File: src/rtl/led_breath_ctrl.sv
// led_breath_ctrl: LED "breathing" envelope generator.
// Ramps an 8-bit level up, holds, ramps down, holds, repeatedly, and
// drives it to the downstream PWM stage on led_level.
// Optional build macro: LED_BREATH_GAMMA_EN (squared-level gamma on led_level).
module led_breath_ctrl #(
  parameter int unsigned DIV        = 390625,
  parameter int unsigned STEP       = 1,
  parameter int unsigned HOLD_TICKS = 64
) (
  input  logic       clk,
  input  logic       rst_n,
  input  logic       start,
  input  logic       stop,
  output logic [7:0] led_level,
  output logic       busy,
  output logic       done,
  output logic [7:0] breath_cnt
);

  localparam int unsigned PRE_W = 20;
  localparam int unsigned LVL_W = 8;

  typedef enum logic [2:0] {
    IDLE    = 3'd0,
    RISE    = 3'd1,
    HOLD_HI = 3'd2,
    FALL    = 3'd3,
    HOLD_LO = 3'd4
  } state_t;

  state_t             state_q, state_d;
  logic [LVL_W-1:0]   level_q, level_d;
  logic [PRE_W-1:0]   presc_q, presc_d;
  logic [7:0]         hold_q, hold_d;
  logic               pend_q, pend_d;
  logic [LVL_W-1:0]   led_level_q, led_level_d;
  logic [7:0]         breath_cnt_q, breath_cnt_d;
  logic               busy_q, busy_d;
  logic               done_q, done_d;

  logic               tick;
  logic [LVL_W:0]     rise_sum;
  logic [LVL_W-1:0]   rise_lvl;
  logic [LVL_W-1:0]   fall_lvl;
  logic               hold_last;
  logic               stop_any;

  // Step tick, saturating ramp arithmetic and plateau exit condition
  always_comb begin
    tick      = (state_q != IDLE) && (presc_q == PRE_W'(DIV - 1));
    rise_sum  = {1'b0, level_q} + 9'(STEP);
    rise_lvl  = rise_sum[LVL_W] ? 8'hFF : rise_sum[LVL_W-1:0];
    fall_lvl  = (level_q < 8'(STEP)) ? 8'd0 : (level_q - 8'(STEP));
    hold_last = (hold_q == 8'(HOLD_TICKS - 1));
    stop_any  = pend_q | stop;
  end

  // Next-state, level, counters and registered-output computation
  always_comb begin
    state_d      = state_q;
    level_d      = level_q;
    hold_d       = hold_q;
    pend_d       = pend_q;
    breath_cnt_d = breath_cnt_q;
    done_d       = 1'b0;

    case (state_q)
      IDLE: begin
        // stop wins over a simultaneous start
        if (start && !stop) begin
          state_d = RISE;
          level_d = 8'd0;
          hold_d  = 8'd0;
          pend_d  = 1'b0;
        end
      end
      RISE: begin
        if (stop) begin
          pend_d  = 1'b1;
          state_d = FALL;
        end else if (tick) begin
          level_d = rise_lvl;
          if (rise_lvl == 8'hFF) begin
            state_d = HOLD_HI;
            hold_d  = 8'd0;
          end
        end
      end
      HOLD_HI: begin
        if (stop) begin
          pend_d  = 1'b1;
          state_d = FALL;
          hold_d  = 8'd0;
        end else if (tick) begin
          if (hold_last) begin
            state_d = FALL;
            hold_d  = 8'd0;
          end else begin
            hold_d = hold_q + 8'd1;
          end
        end
      end
      FALL: begin
        if (stop) pend_d = 1'b1;
        if (tick) begin
          level_d = fall_lvl;
          if (fall_lvl == 8'd0) begin
            done_d = 1'b1;
            if (stop_any) begin
              state_d = IDLE;
              pend_d  = 1'b0;
            end else begin
              state_d      = HOLD_LO;
              hold_d       = 8'd0;
              breath_cnt_d = breath_cnt_q + 8'd1;
            end
          end
        end
      end
      HOLD_LO: begin
        if (stop) pend_d = 1'b1;
        if (tick) begin
          if (hold_last) begin
            hold_d = 8'd0;
            if (stop_any) begin
              state_d = IDLE;
              pend_d  = 1'b0;
              done_d  = 1'b1;
            end else begin
              state_d = RISE;
            end
          end else begin
            hold_d = hold_q + 8'd1;
          end
        end
      end
      default: begin
        state_d = IDLE;
        level_d = 8'd0;
        hold_d  = 8'd0;
        pend_d  = 1'b0;
      end
    endcase

    // Prescaler runs only while busy and restarts at every tick or start
    if ((state_q == IDLE) || (state_d == IDLE) || tick) begin
      presc_d = '0;
    end else begin
      presc_d = presc_q + PRE_W'(1);
    end

    busy_d = (state_d != IDLE);
  end

`ifdef LED_BREATH_GAMMA_EN
  logic [2*LVL_W-1:0] level_sq;

  // Gamma-corrected output: (level*level)>>8
  always_comb begin
    level_sq    = 16'(level_q) * 16'(level_q);
    led_level_d = level_sq[2*LVL_W-1:LVL_W];
  end
`else
  // Linear output: led_level follows level one clock later
  always_comb begin
    led_level_d = level_q;
  end
`endif

  // All state and output registers, cleared asynchronously on reset
  always_ff @(posedge clk or negedge rst_n) begin
    if (!rst_n) begin
      state_q      <= IDLE;
      level_q      <= '0;
      presc_q      <= '0;
      hold_q       <= '0;
      pend_q       <= 1'b0;
      led_level_q  <= '0;
      breath_cnt_q <= '0;
      busy_q       <= 1'b0;
      done_q       <= 1'b0;
    end else begin
      state_q      <= state_d;
      level_q      <= level_d;
      presc_q      <= presc_d;
      hold_q       <= hold_d;
      pend_q       <= pend_d;
      led_level_q  <= led_level_d;
      breath_cnt_q <= breath_cnt_d;
      busy_q       <= busy_d;
      done_q       <= done_d;
    end
  end

  assign led_level  = led_level_q;
  assign busy       = busy_q;
  assign done       = done_q;
  assign breath_cnt = breath_cnt_q;

endmodule

File: config.mk
export PLATFORM = sky130hd
export DESIGN_NAME = led_breath_ctrl
export DESIGN_NICKNAME = d
export VERILOG_FILES = /design/src/rtl/led_breath_ctrl.sv
export SDC_FILE = /design/constraint.sdc
export NUM_CORES = 1
export LEC_CHECK = 0
export BUFFER_PORTS_ARGS = -buffer_cell sky130_fd_sc_hd__buf_2
export CORE_MARGIN = 10
export CORE_UTILIZATION = 65
export CTS_BUF_LIST = sky130_fd_sc_hd__clkbuf_8
export DETAILED_ROUTE_END_ITERATION = 16
export GPL_TIMING_DRIVEN = 0
export HOLD_SLACK_MARGIN = 0.15
export PLACE_DENSITY = 0.81
export SYNTH_ARGS = -nofsm -noshare
export SYNTH_HDL_FRONTEND = slang
export SYNTH_SLANG_ARGS = --single-unit
File: constraint.sdc
create_clock -name clk -period 6 [get_ports clk]
set_input_delay 0.6 -clock clk [delete_from_list [all_inputs] [get_ports clk]]
set_output_delay 0.6 -clock clk [all_outputs]
set_load 0.1 [all_outputs]
==> run metrics, run 1 <==
final critical-path share of the clock period between 50% and 60%; Post-CTS Hold Buffers 0; Final nets ~420; Netlist cell types 55; slowest cell on the critical path or3b_4; vias in the first global route approximately 2700; Skew-Pair Late Insertion Delay around 350 ps; main flop type after synthesis dfrtp_1; Hold Fails Final Rpt 0; Reg power frac a little over a third; Clk network pwr share a little under a quarter; Clk pin slew, worst setup/hold paths around 60 ps; Worst setup EP type register; Detail Route Antenna Nets 0; Root Driver clkbuf_8; cts repair resizes 0; Buffers on Ports 21; DP Cell Count 464; sequential area share after synthesis 43.2%; final worst path period need 3280 ps; htree depth 3; Post-route DRC 0; Post-CTS Setup Inserts 0; I/O pins 22; Net Sw Frac 42.0%; initial antenna violation count 0; Yosys top cell area share 43.2%; average size of a mapped cell between 9 and 10 sq um; endpoints failing setup 0; startpoint types register; core box area approximately 0.0051 sq mm; DP HPWL 5190 um; combinational power share between 40% and 50%; Worst-Margin Slew around 1200 ps; origin of the worst setup path led_level_d[0]; P_sw between 0.5 and 0.6 mW; commonest non-fill, non-tap cell in the layout dfrtp_1; Overall Global Routing Usage a little under a fifth; worst hold stages 0; area added between synthesis and finish 10.8%; relative slew slack between 10% and 20%; Power Density ~350 mW/mm^2; CTS Sinks 58; Via Count about 2900; Vias/cell ~6.0; Pre-antenna DRT Iters 4; commonest non-fill, non-tap cells in the layout dfrtp_1, nor2_1, nand2_1; VDD IR max 291 uV; Post-synth EDFFs 0; largest cells by area after synthesis dfrtp_1, xnor2_1, nor2_1; HP Class reg -> reg; Worst Path Arrival 3500 ps; Core Rows 26; maxcap violations 0; Initial Utilization 66.2%; HP Start led_level_d[4]; Max Clk Rate between 0.3 and 0.4 GHz; status finished, final reports clean; routed wire length about 7400 um; Syn Inst Count 373; Max Root-Sink Buffers 2; final hold slack about 380 ps; CP max stage delay between 400 and 500 ps; critical path required time between 6000 and 7000 ps; Synth Register Bits 58; Synth area leader dfrtp_1; static leakage about 1.6 nW; full die area 0.00845 sq mm; max-slew violations 0; ANT cells 0; critical path type reg -> reg; R2R depth 11; Async S/R FF share, synth between 90% and 100%; grt ovf 0; skew final 9.30 ps; initial drt markers 276; fin cells 480; CP Max Fanout 10; proportion of layout cells with a drive suffix above 1 a little over an eighth; synthesized netlist net count 383; Fin Setup TNS 0 ps; largest net degree at the start of global routing 59; Mapped Area between 0.003 and 0.004 sq mm; drt wl/cell 15.4 um; RSZ-0062 raised after global routing false; synthesis warning total 0; CTS tree built; first-pass GRT wire length roughly 13000 um; worst reg2reg startpoint led_level_d[0]; Num CTS Buffers 9; CP Cell Sequence clkbuf_1 > inv_1 > ha_1 > or3b_4 > nor3_4 > o2111ai_2 > nor2_1 > o211ai_2 > nor3b_4 > buf_6 > nor3_2; Cell Int Power about 0.76 mW; die height a little over 90 um; GP Congestion approximately 0.92; chip width between 90 and 100 um
-- flip-flops by register name, summed over array words and instances, names as in the netlist --
signal,cells
led_level_d,8
busy,1
presc_q,20
led_level,8
breath_cnt,8
state_q,3
done,1
pend_q,1
hold_q,8
-- worst max-delay path, delay by kind of cell (launching register included) --
family,cells,cell delay (ps)
and+or+nand+nor,5,1450
buffers and inverters,3,560
AOI/OAI and AO/OA,2,450
DFF,1,400
adders and majority gates,1,290
-- logic make-up after synthesis --
logic type | count (synthesis) | share of synthesized area (%)
flops | 58 | 43.2
xor+xnor | 28 | 7.29
buf+inv | 28 | 3.39
fa+ha+maj | 6 | 2.23
mux | 2 | 0.633
simple gates | 167 | 26.5
compound gates | 84 | 16.8
-- power by group through the flow --
| stage | Sequential [mW] | Clock (mW) | Combinational, mW |
|---|---|---|---|
| finish | 0.460 | 0.315 | 0.542 |
| global route | 0.464 | 0.336 | 0.602 |
| CTS | 0.459 | 0.319 | 0.537 |
| detailed placement | 0.466 | 0 | 0.533 |
| global placement | 0.464 | 0 | 0.526 |
| floorplan | 0.523 | 0 | 0.360 |
-- layout make-up --
type                            count  area [sq um]
Sequential cell                    58          1450
Timing Repair Buffer               21           105
Fill cell                         375          1350
Clock inverter                      6          33.8
Buffer                             15          65.1
Multi-Input combinational cell    287          1800
Inverter                           13          48.8
Clock buffer                       10           138
Tap cell                           70          87.6
-- Yosys cell counts (2+ instances only) --
cell	number
a211o_1	2
a21boi_0	2
a21oi_1	19
a221oi_1	3
a22o_1	5
a31oi_1	3
a41oi_1	2
and2_1	3
and3_1	8
and4_1	2
clkbuf_1	13
dfrtp_1	58
ha_1	6
inv_1	13
nand2_1	35
nand2b_1	4
nand3_1	17
nand4_1	14
nor2_1	39
nor3_1	21
nor3_2	7
o21ai_0	20
o21bai_1	2
o22ai_1	5
o311ai_0	2
o31ai_1	9
or3_1	4
or4_1	2
xnor2_1	20
xor2_1	8
-- layer usage --
layer / vias to the layer above / share of wire, % / GRT usage (%)
li1: 1421 / - / -
met1: 1333 / 44 / 23.2
met2: 96 / 46 / 28.9
met3: 24 / 6.7 / 5.05
met4: 0 / 2.9 / 9.13
met5: - / 0 / 0
-- worst paths after layout --
path	to	slack [ps]
setup reg to reg	presc_q[18]	2720
hold / removal	led_level[4]	380
setup / recovery	presc_q[18]	2720
min in group asynchronous	led_level[2]	510
max in group asynchronous	presc_q[17]	4750
hold reg to reg	led_level[4]	380
-- per-stage QoR --
step	setup slack, ps	total power, mW	cell area (sq um)	utilization, %
after floorplan	3300	0.884	3360	-
after global placement	2810	0.990	3550	70.0
after detailed placement	2770	0.999	3550	70.0
after CTS	2730	1.32	3730	73.4
after global routing	2480	1.40	3730	73.4
final	2720	1.32	3730	73.4
Power figures use the tool's default switching activity.
==> run 2, diff against run 1 <==
--- a/config.mk
+++ b/config.mk
@@ -7,12 +7,12 @@
 export LEC_CHECK = 0
 export BUFFER_PORTS_ARGS = -buffer_cell sky130_fd_sc_hd__buf_2
 export CORE_MARGIN = 10
-export CORE_UTILIZATION = 65
+export CORE_UTILIZATION = 63
 export CTS_BUF_LIST = sky130_fd_sc_hd__clkbuf_8
 export DETAILED_ROUTE_END_ITERATION = 16
 export GPL_TIMING_DRIVEN = 0
 export HOLD_SLACK_MARGIN = 0.15
-export PLACE_DENSITY = 0.81
+export PLACE_DENSITY = 0.78
 export SYNTH_ARGS = -nofsm -noshare
 export SYNTH_HDL_FRONTEND = slang
 export SYNTH_SLANG_ARGS = --single-unit
==> constraint.sdc (replaced) <==
create_clock -name clk -period 3.2 [get_ports clk]
set_input_delay 0.32 -clock clk [delete_from_list [all_inputs] [get_ports clk]]
set_output_delay 0.32 -clock clk [all_outputs]
set_load 0.1 [all_outputs]
==> run 2 against run 1 <==
Wire length is 6.2% higher. Worst hold slack worse by 1.3 ps. Largest cell class unchanged. Clock skew hardly changed. Die area is 2.5% higher. Critical endpoint is now presc_q[8]. Design area is 3.2% higher. Cell count is 0.21% higher. Combinational power is 97% higher. Register-to-register slack worse by 2400 ps.
==> run metrics, run 2 (same netlist as run 1, synthesis figures left out) <==
status finished, final reports clean; HP Start led_level_d[4]; P_sw 1.08 mW (+95%); Num CTS Buffers 9 (unchanged); CP delay by family, top simple AND/OR/NAND/NOR gates; CP Cell Sequence inv_1 > ha_2 > or3b_4 > nor3_4 > o2111ai_4 > or3_4 > nand2_2 > nor3b_4 > buf_4 > nor3_1; Detail Route Antenna Nets 0 (unchanged); Root Driver clkbuf_8; DP HPWL 5270 um (+1.5%); Overall Power 2.74 mW (+110%); Via Count 3005 (+4.6%); routed wire length 7830 um (+6.2%); placed cell area 0.00355 sq mm (unchanged); commonest non-fill, non-tap cell in the layout dfrtp_1; Cell Int Power 1.67 mW (+120%); Vias/cell 6.25 (+4.3%); final hold slack 376 ps (-1.31 ps); CP max stage delay 490 ps (+30 ps); largest net degree at the start of global routing 59 (unchanged); CTS Sinks 58 (unchanged); final critical-path share of the clock period 90.6% (+36 points); initial antenna violation count 0 (unchanged); combinational power share 39.0% (-2.2 points); first-pass GRT wire length 13500 um (+4.0%); Overall Global Routing Usage 19.1% (+0.54 points); GP Congestion 0.940 (+2.6%); RSZ-0062 raised after global routing false; Initial Utilization 65.4% (-0.84 points); Net Sw Frac 39.3% (-2.7 points); critical path required time 3450 ps (-2770 ps); CP Max Fanout 11 (+1); Power Density 714 mW/mm^2 (+100%); grt ovf 0 (unchanged); count of buffer and inverter cells on the critical path 2 (-1); Clk network pwr share 29.3% (+5.4 points); critical path type reg -> reg; Clk pin slew, worst setup/hold paths 70 ps (about the same); commonest non-fill, non-tap cells in the layout dfrtp_1, nor2_1, nand2_1; static leakage 1.65 nW (+2.5%); Max Clk Rate 0.345 GHz (+13%); VDD IR max 726 uV (+150%); full die area 0.00866 sq mm (+2.5%); final core utilization 74.8% (+1.4 points); Post-route DRC 0 (unchanged); vias in the first global route 2821 (+3.2%); Buffers on Ports 21 (unchanged); Worst-Margin Slew 1080 ps (-141 ps); I/O pins 22 (unchanged); relative slew slack 27.2% (+8.9 points); Worst Path Arrival 3150 ps (-350 ps); Hold Fails Final Rpt 0 (unchanged); final worst slack 302 ps (-2420 ps); origin of the worst setup path led_level_d[0]; fill count 406 (+8.3%); proportion of layout cells with a drive suffix above 1 15.3% (+1.7 points); htree depth 3 (unchanged); fin cells 481 (+0.21%); area added between synthesis and finish 14.4%; ANT cells 0 (unchanged); maxcap violations 0 (unchanged); core box area 0.00514 sq mm (+1.3%); die height 93.1 um (+1.2%); Fin Setup TNS 0 ps (unchanged); Final nets 416 (+0.24%); worst reg2reg startpoint led_level_d[0]; Max Root-Sink Buffers 2 (unchanged); drt wl/cell 16.3 um (+6.0%); Top reg by flops presc_q; Skew-Pair Late Insertion Delay 350 ps (about the same); final worst path period need 2900 ps (-383 ps); Worst setup EP type register; initial drt markers 237 (-14%); post-layout instance area 0.00384 sq mm (+3.2%); Setup WS pre-CTS 6.18 ps (-2760 ps); Core Rows 26 (unchanged); Reg power frac 31.8% (-3.1 points); chip width 93.1 um (+1.2%); startpoint types register; endpoints failing setup 0 (unchanged); CTS tree built; Pre-antenna DRT Iters 5 (+1); max-slew violations 0 (unchanged); skew final 9.50 ps (+0.202 ps); DP Cell Count 464 (unchanged); max reg flops 20 (unchanged); HP Class reg -> reg; slowest cell on the critical path dfrtp_1
## run 2: cell types whose count changed in the layout (fill, tap and decap cells not counted), sizes merged
cell         before  now
buf              23   24
clkinv            3    1
bufinv            0    2
clkbuf           23   24
clkinvlp          2    1
dlygate4sd3       0    1
inv              14   13
## run 2: power groups by stage
stage,clock [mW],sequential (mW),combinational [mW]
finish,0.803,0.872,1.07
global route,0.845,0.881,1.18
CTS,0.805,0.862,1.03
detailed placement,0,0.873,1.00
global placement,0,0.872,0.993
floorplan,0,0.981,0.676
## run 2: layer usage
layer  global-route usage [%]  vias up  wire length, um
met5                        0        -                0
met4                     8.35        0              187
met3                     5.12       24              545
met2                     28.6      125             3570
met1                     25.3     1436             3530
li1                         -     1420                -
## run 2: repair_timing
item / in CTS / in global routing
setup endpoints to repair: 9 / 31
resized for setup: 0 / 6
hold buffers: 0 / 1
pin swaps: 1 / 0
setup buffers: 1 / 0
endpoints found under the hold margin: 0 / 58
## run 2: layout make-up
cell class                      instances  area (sq um)  area share [%]
Buffer                                 14          61.3            1.59
Clock buffer                           12           165            4.30
Clock inverter                          4          72.6            1.89
Inverter                               13          48.8            1.27
Multi-Input combinational cell        287          1830            47.7
Sequential cell                        58          1450            37.7
Tap cell                               70          87.6            2.28
Timing Repair Buffer                   23           125            3.25
## run 2: final timing paths
check,to,slack [ps],cells past startpoint
worst max-delay path,presc_q[8],300,10
worst min-delay path,led_level[4],380,0
worst max register to register,presc_q[8],300,10
worst min register to register,led_level[4],380,0
max in group asynchronous,presc_q[3],2140,2
min in group asynchronous,hold_q[4],560,2
## run 2: worst register-to-register path: cells and delay by family (launching register included)
family	cells	cell delay [ps]
fa+ha+maj	1	260
flops	1	490
simple gates	6	1530
buf+inv	2	300
compound gates	1	210
==> run 3, diff against run 2 <==
--- a/config.mk
+++ b/config.mk
@@ -6,6 +6,7 @@
 export NUM_CORES = 1
 export LEC_CHECK = 0
 export BUFFER_PORTS_ARGS = -buffer_cell sky130_fd_sc_hd__buf_2
+export CORE_ASPECT_RATIO = 0.5
 export CORE_MARGIN = 10
 export CORE_UTILIZATION = 63
 export CTS_BUF_LIST = sky130_fd_sc_hd__clkbuf_8
==> run 3 against run 2 <==
Worst setup slack worse by 130 ps. Global-route usage down 1.5 points. First-iteration DRC count up 32%. Sequential power down 1%. Combinational power about the same. Via count up 1.1%. Clock skew down 0.52 ps.
==> run metrics, run 3 (same netlist as run 1, synthesis figures left out) <==
Final nets 420 (+0.96%); largest net degree at the start of global routing 59 (unchanged); grt ovf 0 (unchanged); met3 WL 683 um (+25%); area added between synthesis and finish 13.7%; combinational power share 42.4% (+3.4 points); final core utilization 75.7% (+0.94 points); startpoint types register; Max Clk Rate 0.330 GHz (-4.4%); core box area 0.00504 sq mm (-1.9%); Initial Utilization 66.6% (+1.2 points); CTS tree built; Clk network pwr share 24.5% (-4.8 points); CP Cell Sequence clkbuf_1 > inv_1 > ha_2 > or3b_4 > nor3_4 > o2111ai_4 > nor2_2 > o211ai_2 > nor3b_4 > buf_6 > nor3_2; Skew-Pair Late Insertion Delay 340 ps (about the same); Buffers on Ports 21 (unchanged); max reg flops 20 (unchanged); critical path type reg -> reg; Clk pin slew, worst setup/hold paths 60 ps (about the same); CTS Sinks 58 (unchanged); CP Max Fanout 10 (-1); final worst path period need 3030 ps (+133 ps); Cell Int Power 1.52 mW (-9.0%); Overall Global Routing Usage 17.5% (-1.5 points); initial antenna violation count 0 (unchanged); Pre-antenna DRT Iters 7 (+2); ANT cells 0 (unchanged); endpoints failing setup 0 (unchanged); I/O pins 22 (unchanged); final worst slack 169 ps (-133 ps); Power Density 679 mW/mm^2 (-4.9%); count of buffer and inverter cells on the critical path 3 (+1); initial drt markers 313 (+32%); Reg power frac 33.2% (+1.4 points); critical path required time 3400 ps (-50 ps); max-slew violations 0 (unchanged); CP delay by family, top simple AND/OR/NAND/NOR gates; Vias/cell 6.26 (+0.26%); Detail Route Antenna Nets 0 (unchanged); Worst-Margin Slew 996 ps (-88.1 ps); static leakage 1.65 nW (-0.51%); relative slew slack 33.3% (+6.1 points); full die area 0.00884 sq mm (+2.0%); status finished, final reports clean; Worst Path Arrival 3230 ps (+80 ps); drt wl/cell 16.0 um (-1.6%); HP Class in -> reg; Setup WS pre-CTS 4.69 ps (-1.49 ps); commonest non-fill, non-tap cell in the layout dfrtp_1; die height 71.7 um (-23%); Top reg by flops presc_q; GP Congestion 0.948 (+0.85%); routed wire length on met2 3550 um (-0.50%); Via Count 3038 (+1.1%); Overall Power 2.59 mW (-5.5%); slowest cell on the critical path or3b_4; routed wire length 7770 um (-0.74%); DP HPWL 5270 um (about the same); top sig layer met4; Root Driver clkbuf_8; Post-route DRC 0 (unchanged); Num CTS Buffers 9 (unchanged); M1 wire length 3410 um (-3.2%); commonest non-fill, non-tap cells in the layout dfrtp_1, nor2_1, nand2_1; Core Rows 18 (-31%); P_sw 1.08 mW (-0.12%); Net Sw Frac 41.5% (+2.2 points); Worst setup EP type register; Max Root-Sink Buffers 2 (unchanged); skew final 8.98 ps (-0.516 ps); CP max stage delay 440 ps (-50 ps); vias in the first global route 2724 (-3.4%); chip width 123 um (+33%); maxcap violations 0 (unchanged); proportion of layout cells with a drive suffix above 1 15.9% (+0.58 points); VDD IR max 509 uV (-30%); first-pass GRT wire length 12700 um (-5.8%); final critical-path share of the clock period 94.7% (+4.2 points); htree depth 3 (unchanged); Hold Fails Final Rpt 0 (unchanged)
## run 3: power groups by stage
stage / registers (mW) / logic (mW) / clock network (mW)
floorplan: 0.981 / 0.676 / 0
global placement: 0.870 / 0.988 / 0
global route: 0.872 / 1.19 / 0.682
detailed placement: 0.872 / 1.01 / 0
finish: 0.861 / 1.10 / 0.635
CTS: 0.860 / 1.03 / 0.643
## run 3: worst reg2reg max path, stage by stage, from the launching register on
cell,delay (ps)
dfrtp_1,390
clkbuf_1,210
inv_1,130
ha_2,250
or3b_4,440
nor3_4,250
o2111ai_4,230
nor2_2,220
o211ai_2,180
nor3b_4,340
buf_6,210
nor3_2,60
## run 3: cell type report
class                           count  area [sq um]
Clock buffer                       12           165
Sequential cell                    58          1450
Multi-Input combinational cell    287          1830
Fill cell                         366          1220
Buffer                             15          65.1
Timing Repair Buffer               26           148
Clock inverter                      4          25.0
Tap cell                           70          87.6
Inverter                           13          48.8
## run 3: through the flow
step | cell area, sq um | setup TNS, ps | hold slack, ps | instances
after CTS | 3760 | 0 | 293 | 481
after global routing | 3820 | -8.27 | 402 | 485
final | 3820 | 0 | 378 | 485
after global placement | 3550 | 0 | 357 | 464
after floorplan | 3360 | 0 | 24.4 | 373
after detailed placement | 3550 | 0 | 369 | 464
## run 3: metal layers
layer  track usage (%)  vias up
met4              5.26        0
met5                 0        -
li1                  -     1438
met3              4.77       18
met1              23.0     1445
met2              27.7      137
## run 3: worst paths after layout
| kind | start | endpoint | slack [ps] | cells past startpoint |
|---|---|---|---|---|
| worst max-delay path | led_level_d[0] | presc_q[16] | 170 | 11 |
| worst min-delay path | stop | pend_q | 380 | 3 |
| worst max register to register | led_level_d[0] | presc_q[16] | 170 | 11 |
| worst min register to register | led_level_d[6] | led_level[6] | 380 | 0 |
| max in group asynchronous | rst_n | presc_q[8] | 2150 | 2 |
| min in group asynchronous | rst_n | breath_cnt[3] | 580 | 2 |
## run 3: repair_timing
| item | 4_1_cts | 5_1_grt |
|---|---|---|
| gates resized for setup | 1 | 5 |
| setup endpoints to repair | 11 | 25 |
| setup buffers | 1 | 3 |
| hold buffers | 0 | 1 |
| hold endpoints to repair | 0 | 58 |
| pin swaps | 1 | 2 |
